==> src/rtl/step_gate_ct_if.sv <==
// step_gate_ct_if: core-side handshake between the CPU core and the single-step gate.
interface step_gate_ct_if #(parameter int DATA_WIDTH = 32);
    logic InValid;
    logic [DATA_WIDTH-1:0] InData;
    logic InDataMemReqValid;
    logic InDataMemRespValid;
    logic InClearErr;
    logic OutValid;
    logic [DATA_WIDTH-1:0] OutData;
    logic OutBusy;
    logic OutTimeout;
    logic [31:0] OutStepCount;
    modport master (
        output InValid, InData, InDataMemReqValid, InDataMemRespValid, InClearErr,
        input  OutValid, OutData, OutBusy, OutTimeout, OutStepCount
    );
    modport slave (
        input  InValid, InData, InDataMemReqValid, InDataMemRespValid, InClearErr,
        output OutValid, OutData, OutBusy, OutTimeout, OutStepCount
    );
endinterface

==> src/rtl/step_gate_ct.sv <==
// step_gate_ct: single-step instruction gate with data-memory wait, timeout and
// optional constant-time padding of every step.
module step_gate_ct #(
    parameter int DATA_WIDTH    = 32,
    parameter int STEP_CYCLES   = 2,
    parameter int DRESP_TIMEOUT = 16,
    parameter int CONST_TIME    = 0,
    parameter int STEP_BUDGET   = 24
) (
    input logic Clock,
    input logic Reset,
    step_gate_ct_if.slave Bus
);
    localparam logic [2:0] IDLE       = 3'd0;
    localparam logic [2:0] STEP       = 3'd1;
    localparam logic [2:0] WAIT_DRESP = 3'd2;
    localparam logic [2:0] PAD        = 3'd3;
    localparam logic [2:0] ERROR      = 3'd4;
    logic [2:0] state;
    logic [3:0] ctr;
    logic [7:0] timer;
    logic [7:0] waitCtr;
    logic [3:0] ctrNext;
    logic [7:0] timerInc;
    logic done;
    logic timedOut;
    assign ctrNext  = ctr + 4'd1;
    assign timerInc = (timer == 8'hFF) ? timer : timer + 8'd1;
    // A response always beats a timeout landing on the same edge.
    assign done = (state == STEP) ? !(Bus.InDataMemReqValid && !Bus.InDataMemRespValid)
                                  : (state == WAIT_DRESP) && Bus.InDataMemRespValid;
    assign timedOut = (state == WAIT_DRESP) && (waitCtr + 8'd1 == 8'(DRESP_TIMEOUT));
    assign Bus.OutBusy = (state != IDLE);
    always_ff @(posedge Clock or negedge Reset) begin
        if (!Reset) begin
            state            <= IDLE;
            ctr              <= '0;
            timer            <= '0;
            waitCtr          <= '0;
            Bus.OutValid     <= 1'b0;
            Bus.OutData      <= '0;
            Bus.OutTimeout   <= 1'b0;
            Bus.OutStepCount <= '0;
        end else begin
            case (state)
                IDLE: begin
                    if (!Bus.InValid) begin
                        ctr <= '0;
                    end else if (ctrNext == 4'(STEP_CYCLES)) begin
                        state            <= STEP;
                        ctr              <= '0;
                        timer            <= 8'd1;
                        waitCtr          <= '0;
                        Bus.OutValid     <= 1'b1;
                        Bus.OutData      <= Bus.InData;
                        Bus.OutStepCount <= Bus.OutStepCount + 32'd1;
                    end else begin
                        ctr <= ctrNext;
                    end
                end
                STEP, WAIT_DRESP: begin
                    timer <= timerInc;
                    if (done) begin
                        state        <= (CONST_TIME != 0) ? PAD : IDLE;
                        Bus.OutValid <= 1'b0;
                    end else if (timedOut) begin
                        state          <= ERROR;
                        Bus.OutValid   <= 1'b0;
                        Bus.OutTimeout <= 1'b1;
                    end else begin
                        state   <= WAIT_DRESP;
                        waitCtr <= (state == WAIT_DRESP) ? waitCtr + 8'd1 : 8'd0;
                    end
                end
                PAD: begin
                    timer <= timerInc;
                    state <= (timer == 8'(STEP_BUDGET)) ? IDLE : PAD;
                end
                ERROR: begin
                    if (Bus.InClearErr) begin
                        state          <= IDLE;
                        ctr            <= '0;
                        Bus.OutTimeout <= 1'b0;
                    end
                end
                default: state <= IDLE;
            endcase
        end
    end
endmodule

==> src/flat_wrapper.sv <==
// flat-port wrapper written by rule: the top's interface ports become plain ports
module step_gate_ct_flat 
#(
    parameter int DATA_WIDTH    = 32,
    parameter int STEP_CYCLES   = 2,
    parameter int DRESP_TIMEOUT = 16,
    parameter int CONST_TIME    = 0,
    parameter int STEP_BUDGET   = 24
)
  (Clock, Reset, Bus_InValid, Bus_InData, Bus_InDataMemReqValid, Bus_InDataMemRespValid, Bus_InClearErr, Bus_OutValid, Bus_OutData, Bus_OutBusy, Bus_OutTimeout, Bus_OutStepCount);
  step_gate_ct_if #(.DATA_WIDTH(DATA_WIDTH)) Bus_i ();
  input logic Clock;
  input logic Reset;
  input wire logic [$bits(Bus_i.InValid)-1:0] Bus_InValid;
  input wire logic [$bits(Bus_i.InData)-1:0] Bus_InData;
  input wire logic [$bits(Bus_i.InDataMemReqValid)-1:0] Bus_InDataMemReqValid;
  input wire logic [$bits(Bus_i.InDataMemRespValid)-1:0] Bus_InDataMemRespValid;
  input wire logic [$bits(Bus_i.InClearErr)-1:0] Bus_InClearErr;
  output wire logic [$bits(Bus_i.OutValid)-1:0] Bus_OutValid;
  output wire logic [$bits(Bus_i.OutData)-1:0] Bus_OutData;
  output wire logic [$bits(Bus_i.OutBusy)-1:0] Bus_OutBusy;
  output wire logic [$bits(Bus_i.OutTimeout)-1:0] Bus_OutTimeout;
  output wire logic [$bits(Bus_i.OutStepCount)-1:0] Bus_OutStepCount;
  assign Bus_i.InValid = Bus_InValid;
  assign Bus_i.InData = Bus_InData;
  assign Bus_i.InDataMemReqValid = Bus_InDataMemReqValid;
  assign Bus_i.InDataMemRespValid = Bus_InDataMemRespValid;
  assign Bus_i.InClearErr = Bus_InClearErr;
  assign Bus_OutValid = Bus_i.OutValid;
  assign Bus_OutData = Bus_i.OutData;
  assign Bus_OutBusy = Bus_i.OutBusy;
  assign Bus_OutTimeout = Bus_i.OutTimeout;
  assign Bus_OutStepCount = Bus_i.OutStepCount;
  step_gate_ct #(.DATA_WIDTH(DATA_WIDTH), .STEP_CYCLES(STEP_CYCLES), .DRESP_TIMEOUT(DRESP_TIMEOUT), .CONST_TIME(CONST_TIME), .STEP_BUDGET(STEP_BUDGET)) u_core (.Clock(Clock), .Reset(Reset), .Bus(Bus_i));
endmodule
==> config.mk <==
export PLATFORM = sky130hd
export DESIGN_NAME = step_gate_ct_flat
export DESIGN_NICKNAME = d
export VERILOG_FILES = /design/src/rtl/step_gate_ct_if.sv /design/src/rtl/step_gate_ct.sv /design/src/flat_wrapper.sv
export SDC_FILE = /design/constraint.sdc
export NUM_CORES = 1
export LEC_CHECK = 0
export ABC_AREA = 0
export BUFFER_PORTS_ARGS = -buffer_cell sky130_fd_sc_hd__buf_2
export CAP_MARGIN = 20
export CORE_ASPECT_RATIO = 0.7
export CORE_MARGIN = 5
export CORE_UTILIZATION = 58
export CTS_CLUSTER_SIZE = 28
export DETAILED_ROUTE_END_ITERATION = 8
export PLACE_DENSITY_LB_ADDON = 0.05
export SYNTH_ARGS = -nofsm -noshare
export SYNTH_HDL_FRONTEND = slang
export SYNTH_SLANG_ARGS = --single-unit
==> constraint.sdc <==
create_clock -name Clock -period 6.07 [get_ports Clock]
set_input_delay 0.607 -clock Clock [delete_from_list [all_inputs] [get_ports Clock]]
set_output_delay 0.607 -clock Clock [all_outputs]
set_load 0.01 [all_outputs]
Yosys cells after proc, flatten, opt, wreduce, memory -nomap -nowiden
Index checks and enable logic that the tools add are counted. W data, S select, Z words.

Bits in registers: 89.

Reduce and logical (&&, ||, !) cells: 20. Add/subtract/negate cells: 4. Mux-type cells: 31. Eq/ne operators: 16.

Operator list (count): $mux W8 (8); $add A32 B1 Y32 const B (1); $pmux W8 S2 (2); $add A8 B1 Y8 const B (2); $eq A8 B5 Y1 const B (2); $mux W3 (5); $mux W4 (3); $pmux W3 S4 (1); $reduce_and A4 Y1 (3); $ne A2 B2 Y1 const B (5); $eq A8 B8 Y1 const B (1); $mux W1 (8); $pmux W4 S2 (1); $reduce_bool A2 Y1 (4); $eq A3 B2 Y1 const B (2); $reduce_and A3 Y1 (2); $reduce_and A5 Y1 (1); $add A4 B1 Y4 const B (1); $eq A4 B2 Y1 const B (1); $ne A2 B1 Y1 const B (2); $pmux W1 S2 (2); $eq A3 B1 Y1 const B (1); $eq A3 B3 Y1 const B (1); $logic_and A1 B1 Y1 (3); 8 further kinds (9).

Longest topological paths before layout
Gate-level depths: netlist (run 1).

Depth in word-level cells: 6. Mapped depth: 9. Gate-level depth less buffers: 7.

Worst setup path before layout (run 1)
No wires, ideal clock.

Path kind: input -> register. From: in Bus_InValid. To: reg u_core.timer[5]. Arrival: 1.861 ns. Cell stages on the path: 7. Library setup time: 0.066 ns. Setup slack: 4.143 ns. Cells stage by stage: nor4b_2 > and2_1 > buf_2 > and2_4 > buf_6 > or4_1 > nand2_1.

Cells in the longest elaborated chain, start to end: 2.

RTL lines: start: declaration (line flat_wrapper.sv:14) `input wire logic [$bits(Bus_i.InValid)-1:0] Bus_InValid;`; $ne A2 B2 Y1 (no line); $reduce_and A4 Y1 (no line); end signal: assignment (line step_gate_ct.sv:62) `timer <= timerInc;`; end signal: assignment (line step_gate_ct.sv:76) `timer <= timerInc;`; end: declaration (line step_gate_ct.sv:21) `logic [7:0] timer;`.

Every way passes these cells. A chain may end at the register's enable or synchronous reset.

Worst setup path in the final report (run 1)
From: reg u_core.ctr[0]. To: reg u_core.Bus.OutStepCount[21].

Cells in the longest elaborated chain, start to end: 3.

RTL lines: start: declaration (line step_gate_ct.sv:20) `logic [3:0] ctr;`; start signal: assignment (line step_gate_ct.sv:58) `ctr <= ctrNext;`; $add A4 B1 Y4 (line step_gate_ct.sv:27) `assign ctrNext = ctr + 4'd1;`; $eq A4 B2 Y1 (line step_gate_ct.sv:49) `end else if (ctrNext == 4'(STEP_CYCLES)) begin`; $reduce_and A3 Y1 (no line); end signal: assignment (line step_gate_ct.sv:56) `Bus.OutStepCount <= Bus.OutStepCount + 32'd1;`; end: declaration (line step_gate_ct_if.sv:19) `output OutValid, OutData, OutBusy, OutTimeout, OutStepCount`.

Every way passes these cells.

==> metrics.md, run 1 <==
| Metric | Value |
|---|---|
| Status | completed |
| Fill count | 580 |
| Chip height | 82.3 µm |
| Final hold violations | 0 |
| Worst Setup End Kind | flop |
| Most used DFF post-synth | dfrtp_1 |
| Die area | 0.00933 mm² |
| Leakage power | 2.66 nW |
| Net Switching | 745 µW |
| Avg WL per Cell | 15.0 µm |
| Footprint of the multi-input gates | 0.00195 mm² |
| FF/Latch Area | 0.00223 mm² |
| Startpoint types | flop |
| Yosys reg bits | 89 |
| Yosys warning total | 0 |
| Detailed Routing Iterations Pass 1 | 4 |
| Layout Cell Area excl Fill | 0.00509 mm² |
| Worst Hold Class | input port to async pin |
| Clock Tree Buf Depth | 2 |
| RSZ-0062 raised after global routing | false |
| Vias/cell | 5.45 |
| Core area | 0.00729 mm² |
| Via count | 3591 |
| VDD IR max | 0.248 mV |
| Layout cells sized above 1 | 0.226 |
| Post-synthesis area per instance | 9.45 µm² |
| Layout Nets | 602 |
| CP Launch Point | u_core.ctr[0] |
| Tmin final | 2.46 ns |
| Post-DP HPWL | 6760 µm |
| Mapped cell area | 0.00434 mm² |
| Synth cell types | 62 |
| Number of enable flip-flop cells after synthesis | 0 |
| Syn_nets | 504 |
| First-pass GRT wire length | 16500 µm |
| Antenna cells | 0 |
| Peak Freq | 406 MHz |
| Ys async rst share | 1.00 |
| Vias in the first global route | 3508 |
| Area grow syn2layout | 17.5% |
| Initial antenna violation count | 0 |
| # hold bufs at CTS | 0 |
| Root Driver | clkbuf_8 |
| Final core utilization | 0.699 |
| TritonCTS clock tree | done |
| Total Routing Usage GR | 0.223 |
| Dpl ws | 3.58 ns |
| Site row count | 26 |
| Max_cap viols | 0 |
| # clock sinks | 89 |
| Slew HR | 0.535 |
| Post-route setup slack | 3.61 ns |
| Clock latency on the worst-skew pair | 0.36 ns |
| Fin crit share | 0.406 |
| Slew @ Worst Pin | 0.697 ns |
| Final Max Slew Viols | 0 |
| Sequential fraction of the synthesis area | 0.514 |
| Iter 0 DRT Violations | 272 |
| Total grt overflow | 0 |
| Internal Power | 1.20 mW |
| Combinational Power Share | 0.351 |
| DRC violations left | 0 |
| Switching Fraction | 0.383 |
| Origin of the critical flop-to-flop path | u_core.ctr[0] |
| Worst EP required | 6.36 ns |
| Final WL | 9850 µm |
| Power per Cell Area | 381 mW/mm² |
| Final TNS setup | 0 ns |
| CTS resizes | 0 |
| Placed Cells | 643 |
| I/O Buffers | 104 |
| Num ports | 105 |
| Chip width | 113 µm |
| Placed Area | 0.00489 mm² |
| Antenna viol nets, final | 0 |
| Clock power frac | 0.201 |
| Reg clk slew, reported paths | 0.08 ns |
| Setup Viol. Count Final | 0 |
| Setup CP Type | flop to flop |
| Max FO, Critical Path | 11 |
| Post-CTS setup buffers | 0 |
| Largest net degree at the start of global routing | 90 |
| CTS H-tree depth | 3 |
| Total CTS buffers | 9 |
| Non-filler cells, final | 659 |
| Mapped Cells | 459 |
| Worst EP arrival | 2.76 ns |
| Post-route clock skew | 0.00651 ns |
| Starting density of the core | 0.595 |
| Final Wtd Congestion | 0.894 |
| Reg power frac | 0.448 |
==> layer usage <==
layer	GRT usage	wire, µm	up-vias	part of all wire
li1	-	-	1765	-
met1	0.301	4510	1682	0.46
met2	0.345	4460	135	0.45
met3	0.0816	810	9	0.082
met4	0.0588	72	0	0.0073
met5	0	0	-	0
==> registers in the layout, summed over array words and instances, names as in the netlist <==
signal / cells
u_core.Bus.OutStepCount: 32
u_core.ctr: 4
u_core.Bus.OutValid: 1
u_core.state: 3
u_core.Bus.OutData: 32
u_core.waitCtr: 8
u_core.timer: 8
u_core.Bus.OutTimeout: 1
==> final cells by class <==
| type | instances | share of cell area |
|---|---|---|
| clock buffer | 12 | 0.0265 |
| clock inverter | 3 | 0.00835 |
| inverter | 15 | 0.0111 |
| multi-input combinational | 336 | 0.383 |
| sequential | 89 | 0.437 |
| tap | 98 | 0.0241 |
| timing repair buffer | 106 | 0.110 |
==> per-stage QoR <==
step	hold slack [ns]	power, mW
2_1_floorplan	0.311	1.32
3_3_place_gp	0.452	1.54
3_5_place_dp	0.458	1.56
4_1_cts	0.414	1.95
5_1_grt	0.195	2.10
6_report	0.182	1.94
==> cell usage after synthesis (all sizes together), types with 4 or more instances <==
master | count | area share
nor3 | 15 | 0.017
nand4 | 9 | 0.016
nand3 | 22 | 0.025
inv | 15 | 0.013
ha | 7 | 0.020
nor2 | 23 | 0.020
o211ai | 4 | 0.0069
mux2i | 4 | 0.0092
xor2 | 24 | 0.048
clkbuf | 4 | 0.0035
dfrtp | 89 | 0.51
xnor2 | 14 | 0.028
a31oi | 4 | 0.0058
nor4 | 5 | 0.010
o21ai | 15 | 0.017
and3 | 5 | 0.0072
nand2 | 126 | 0.11
buf | 15 | 0.020
a21oi | 7 | 0.0081
==> power groups by stage <==
stage               Combinational, mW  Clock [mW]  Sequential (mW)
floorplan                       0.419           0            0.905
global placement                0.666           0            0.870
detailed placement              0.683           0            0.875
CTS                             0.685       0.400            0.869
global route                    0.777       0.427            0.895
finish                          0.682       0.390            0.870
==> worst max-delay path, cell delays in order, from the launching register on <==
cell and delay [ns]:
dfrtp_1 0.45, ha_1 0.30, nor3_1 0.21, a41o_1 0.29, nand4_1 0.51, nor4_1 0.46
xor2_1 0.17
==> final timing paths <==
check / cells after the start / endpoint / slack (ns)
worst max-delay path: 6 / u_core.Bus.OutStepCount[21] / 3.61
worst min-delay path: 1 / u_core.waitCtr[6] / 0.18
worst max register to register: 6 / u_core.Bus.OutStepCount[21] / 3.61
worst min register to register: 2 / u_core.Bus.OutData[30] / 0.47
max in group asynchronous: 2 / u_core.Bus.OutData[19] / 5.28
min in group Clock: 3 / u_core.Bus.OutData[2] / 0.43
==> cells by family after synthesis <==
family,count (synthesis),share of synthesized area
and+or+nand+nor,226,0.244
DFF,89,0.514
AOI/OAI and AO/OA,60,0.0973
xor gates and xnor gates,38,0.0768
buffers and inverters,34,0.0364
adders and majority gates,7,0.0202
muxes,5,0.0118
==> layout by cell type, fill, tap and decap left out, types with 4 or more instances in the layout <==
cell type / count
nand2_1: 126
o21ai_0: 14
a31oi_1: 4
and3_1: 5
mux2i_1: 4
dfrtp_1: 89
clkbuf_8: 9
inv_1: 15
nor3_1: 15
buf_2: 103
nand3_1: 22
xor2_1: 24
a21oi_1: 7
xnor2_1: 14
ha_1: 7
nor2_1: 22
nand4_1: 8
o211ai_1: 4
(Power assumes the default switching activity.)
==> inputs of run 2 (changes only) <==
Settings changed: CORE_UTILIZATION 58 to 54.
Clock period 6.07 ns to 2.4 ns, I/O delays scaled along.
==> run 2 against run 1 <==
Effect of this change:
- sequential share of layout area shrank 1.9 points
- clock skew grew 0.0016 ns
- maximum frequency grew 13%
- power grew to 2.9 times the previous value
- combinational power grew to 2.7 times the previous value
- register-to-register slack lost 3.4 ns
- clock power grew to 3.8 times the previous value
- design area grew 4.5%
- via count grew 2.5%
- largest power group unchanged
- highest routed layer unchanged
==> metrics.md, run 2 (same netlist as run 1, synthesis figures left out) <==
| Metric | Value |
|---|---|
| Status | completed |
| Largest net degree at the start of global routing | 60 |
| Placed Cells | 659 |
| Via count | 3682 |
| Setup Viol. Count Final | 0 |
| Total CTS buffers | 9 |
| Post-CTS setup buffers | 0 |
| Most common cell after layout, fill and taps aside | nand2_1 |
| Layout Nets | 615 |
| Slowest cell on crit path | dfrtp_1 |
| Worst EP required | 2.66 ns |
| Worst Setup End Kind | flop |
| Max FO, Critical Path | 7 |
| Grt met1 use | 0.306 |
| Post-route clock skew | 0.00809 ns |
| First-pass GRT wire length | 17200 µm |
| Tmin final | 2.18 ns |
| Fill count | 637 |
| Num ports | 105 |
| Starting density of the core | 0.553 |
| Crit path depth | 7 |
| Die area | 0.00995 mm² |
| Worst Hold Class | input port to flop |
| Final core utilization | 0.679 |
| Post-DP HPWL | 7150 µm |
| Slew @ Worst Pin | 0.733 ns |
| Final WL | 10000 µm |
| Met3 Use GR | 0.0713 |
| Slew HR | 0.512 |
| Power per Cell Area | 1040 mW/mm² |
| Antenna viol nets, final | 0 |
| Final hold violations | 0 |
| Top flop regs | u_core.Bus.OutData x32, u_core.Bus.OutStepCount x32 |
| Most frequent cells in the layout | nand2_1 (126), buf_2 (103), dfrtp_1 (89), xor2_1 (24) |
| Met2 usage | 0.313 |
| Busiest grt layer | met2 |
| Final TNS setup | 0 ns |
| TritonCTS clock tree | done |
| Avg WL per Cell | 14.8 µm |
| Final Max Slew Viols | 0 |
| CP top delay family | simple AND/OR/NAND/NOR gates |
| # clock sinks | 89 |
| Leakage power | 2.78 nW |
| Iter 0 DRT Violations | 330 |
| Max_cap viols | 0 |
| Setup CP Type | flop to flop |
| Startpoint types | flop |
| Worst path cell trace | ha_1, nor3_1, a41o_1, nand4_1, buf_4, nor3_1, xor2_1 |
| Site row count | 27 |
| Detailed Routing Iterations Pass 1 | 4 |
| Reg2reg setup slack | 0.22 ns |
| Layout cells sized above 1 | 0.245 |
| Worst hold stages | 3 |
| Non-filler cells, final | 676 |
| R2R cell count | 7 |
| Chip width | 117 µm |
| CTS resizes | 0 |
| Antenna cells | 0 |
| Buf/Inv on CP | 1 |
| I/O Buffers | 104 |
| Vias in the first global route | 3613 |
| Most Frequent Cell on Critical Path | nor3_1 |
| Reg clk slew, reported paths | 0.06 ns |
| CTS H-tree depth | 3 |
| Initial antenna violation count | 0 |
| RSZ-0062 raised after global routing | false |
| Area grow syn2layout | 22.8% |
| VDD IR max | 0.575 mV |
| Fin crit share | 0.910 |
| Vias/cell | 5.45 |
| Crit path largest cell delay | 0.45 ns |
| DRC violations left | 0 |
| Clock latency on the worst-skew pair | 0.34 ns |
| Total Routing Usage GR | 0.214 |
| Root Driver | clkbuf_16 |
| Total grt overflow | 0 |
| Core area | 0.00784 mm² |
| Final Wtd Congestion | 0.969 |
| Worst EP arrival | 2.44 ns |
| Peak Freq | 458 MHz |
| Clock Tree Buf Depth | 2 |
| Chip height | 85.0 µm |
==> run 2: changes by cell type in the layout (fill, tap and decap cells not counted), sizes merged <==
cell	previous run	this run
bufinv	1	2
dlygate4sd3	0	1
clkinvlp	1	2
buf	106	118
clkbuf	12	11
==> run 2: repair_timing <==
action | CTS | global route
endpoints found under the hold margin | 30 | 0
hold buffers | 1 | 0
setup endpoints to repair | 0 | 0
==> run 2: worst register-to-register path: cells and delay by family, from the launching register on <==
| kind | cells | cell delay (ns) |
|---|---|---|
| AND/OR/NAND/NOR | 3 | 0.67 |
| AO/OA/AOI/OAI | 1 | 0.25 |
| XOR/XNOR | 1 | 0.17 |
| adder cells (fa/ha/maj) | 1 | 0.30 |
| flip-flops | 1 | 0.45 |
| buffers and inverters | 1 | 0.26 |
==> run 2: layout make-up <==
class | instances | area, µm² | share of cell area
clock buffers | 11 | 233 | 0.0437
clock inverters | 5 | 80.1 | 0.0150
inverters | 15 | 56.3 | 0.0106
multi-input cells | 336 | 1950 | 0.366
flip-flops and latches | 89 | 2230 | 0.418
well taps | 101 | 126 | 0.0237
repair buffers | 119 | 651 | 0.122
==> run 2: through the flow <==
stage | power, mW | setup slack (ns) | hold slack (ns) | area (µm²)
after floorplan | 3.35 | 0.480 | -0.0556 | 4340
after global placement | 4.01 | 0.362 | 0.206 | 5000
after detailed placement | 4.06 | 0.244 | 0.211 | 5000
after CTS | 5.58 | 0.212 | 0.0783 | 5320
after global routing | 5.93 | 0.0466 | 0.0877 | 5320
final | 5.54 | 0.217 | 0.0873 | 5320
==> run 2: power by group <==
group          leakage [nW]  switching [mW]  total (mW)  internal, mW
sequential             1.16           0.318        2.21          1.89
clock                 0.146           0.565        1.48         0.911
combinational          1.47            1.10        1.85         0.754
==> run 2: final timing paths <==
kind	start	end
worst max-delay path	u_core.ctr[0]	u_core.Bus.OutStepCount[29]
worst min-delay path	Bus_InData[14]	u_core.Bus.OutData[14]
worst max register to register	u_core.ctr[0]	u_core.Bus.OutStepCount[29]
worst min register to register	u_core.Bus.OutData[28]	u_core.Bus.OutData[28]
max in group asynchronous	Reset	u_core.Bus.OutData[9]
min in group asynchronous	Reset	u_core.waitCtr[1]
==> run 2: per-layer routing <==
layer,part of all wire,wire length [µm]
met4,0.0095,95
met5,0,0
met1,0.47,4720
met3,0.072,725
met2,0.45,4480
==> inputs of run 3 (changes only) <==
Settings changed: PLACE_DENSITY set to 0.8, PLACE_DENSITY_LB_ADDON 0.05 to not set, REMOVE_ABC_BUFFERS set to 1.
==> run 3 against run 2 <==
Effect of this change:
- clock-buffer cell count is 2 lower
- die area did not move
- design area shrank 1.2%
- global-route usage up 0.074 points
- flip-flop and latch count is the same
- critical endpoint is now u_core.timer[7]
- largest cell class unchanged
- sequential share of layout area is 0.49 points higher
- register-to-register slack worse by 0.05 ns
- critical path type unchanged
- worst hold slack got worse by 0.0039 ns
- power fell by 2.8%
- maximum frequency fell by 2.4%
- setup slack got worse by 0.055 ns
==> metrics.md, run 3 (same netlist as run 1, synthesis figures left out) <==
| Metric | Value |
|---|---|
| Final core utilization | 0.671 |
| Slew HR | 0.638 |
| Total CTS buffers | 9 |
| Leakage power | 2.75 nW |
| Via count | 3709 |
| Reg clk slew, reported paths | 0.06 ns |
| Area grow syn2layout | 21.4% |
| Die area | 0.00995 mm² |
| Max FO, Critical Path | 7 |
| Antenna viol nets, final | 0 |
| Worst EP required | 2.66 ns |
| Post-DP HPWL | 7430 µm |
| Most common cell after layout, fill and taps aside | nand2_1 |
| Detailed Routing Iterations Pass 1 | 5 |
| Core area | 0.00784 mm² |
| Final TNS setup | 0 ns |
| Fill count | 663 |
| Placed Cells | 653 |
| Initial antenna violation count | 0 |
| DRC violations left | 0 |
| Top flop regs | u_core.Bus.OutData x32, u_core.Bus.OutStepCount x32 |
| Layout Cell Area excl Fill | 0.00526 mm² |
| Layout Nets | 609 |
| VDD IR max | 0.634 mV |
| Worst EP arrival | 2.50 ns |
| Setup Viol. Count Final | 0 |
| Final hold violations | 0 |
| Total Routing Usage GR | 0.215 |
| Root Driver | clkbuf_16 |
| Setup CP Type | flop to flop |
| Post-route clock skew | 0.00888 ns |
| Placed Area | 0.00496 mm² |
| Vias/cell | 5.54 |
| Final Wtd Congestion | 0.917 |
| Chip height | 85.0 µm |
| Vias in the first global route | 3618 |
| Clock latency on the worst-skew pair | 0.34 ns |
| Power per Cell Area | 1020 mW/mm² |
| Worst Hold Class | input port to flop |
| Footprint of the multi-input gates | 0.00195 mm² |
| CTS H-tree depth | 3 |
| Tmin final | 2.24 ns |
| I/O Buffers | 104 |
| FF/Latch Area | 0.00223 mm² |
| Status | completed |
| First-pass GRT wire length | 17100 µm |
| Site row count | 27 |
| Most frequent cells in the layout | nand2_1 (126), buf_2 (103), dfrtp_1 (89), xor2_1 (24) |
| Largest net degree at the start of global routing | 51 |
| Slowest cell on crit path | dfrtp_1 |
| Antenna cells | 0 |
| Max_cap viols | 0 |
| Chip width | 117 µm |
| Final WL | 10100 µm |
| Num ports | 105 |
| Final Max Slew Viols | 0 |
| Non-filler cells, final | 670 |
| Peak Freq | 447 MHz |
| Crit path largest cell delay | 0.45 ns |
| Slew @ Worst Pin | 0.537 ns |
| TritonCTS clock tree | done |
| Total grt overflow | 0 |
| Worst Setup End Kind | flop |
| Avg WL per Cell | 15.1 µm |
| Layout cells sized above 1 | 0.241 |
| Clock Tree Buf Depth | 2 |
| # clock sinks | 89 |
| Fin crit share | 0.932 |
| Worst path cell trace | ha_1, nor4b_1, nand2_1, a31o_2, or3_1, a21oi_1 |
| Iter 0 DRT Violations | 305 |
| Starting density of the core | 0.553 |
| RSZ-0062 raised after global routing | false |
| Startpoint types | flop |
run 3: worst paths after layout:
kind / start / endpoint / slack (ns) / depth (start not counted)
max: u_core.ctr[0] / u_core.timer[7] / 0.16 / 6
min: Bus_InData[26] / u_core.Bus.OutData[26] / 0.08 / 3
max reg2reg: u_core.ctr[0] / u_core.timer[7] / 0.16 / 6
min reg2reg: u_core.Bus.OutStepCount[31] / u_core.Bus.OutStepCount[31] / 0.46 / 1
max in group asynchronous: Reset / u_core.Bus.OutData[1] / 1.34 / 3
min in group asynchronous: Reset / u_core.waitCtr[2] / 0.41 / 2
run 3: cell type report:
type	instances	area share
sequential	89	0.423
multi-input combinational	336	0.371
timing repair buffer	113	0.115
clock buffer	9	0.0428
tap	101	0.0240
clock inverter	7	0.0136
inverter	15	0.0107
run 3: metal layers:
metal | share of wire | track usage
met1 | 0.46 | 0.292
met2 | 0.45 | 0.328
met4 | 0.014 | 0.0698
met3 | 0.076 | 0.0677
met5 | 0 | 0
run 3: per-stage QoR:
stage	hold WS (ns)	power (mW)	worst slack [ns]
floorplan	-0.0556	3.28	0.115
global placement	0.247	3.93	0.351
detailed placement	0.254	4.01	0.241
CTS	0.0690	5.43	0.180
global route	0.0766	5.78	0.00773
finish	0.0835	5.38	0.163
run 3: power breakdown:
part           switching (mW)  internal [mW]
clock network           0.579          0.806
registers               0.334           1.89
logic                    1.07          0.706
run 3: timing repair:
item / 4_1_cts / 5_1_grt
hold buffers: 1 / 0
buffers inserted: 0 / 0
hold endpoints to repair: 39 / 0
gates resized for setup: 0 / 0
run 3: critical path, delay by kind of cell, from the launching register on:
family | cells | cell delay [ns]
DFF | 1 | 0.45
and+or+nand+nor | 3 | 0.93
adders and majority gates | 1 | 0.31
AOI/OAI and AO/OA | 2 | 0.47
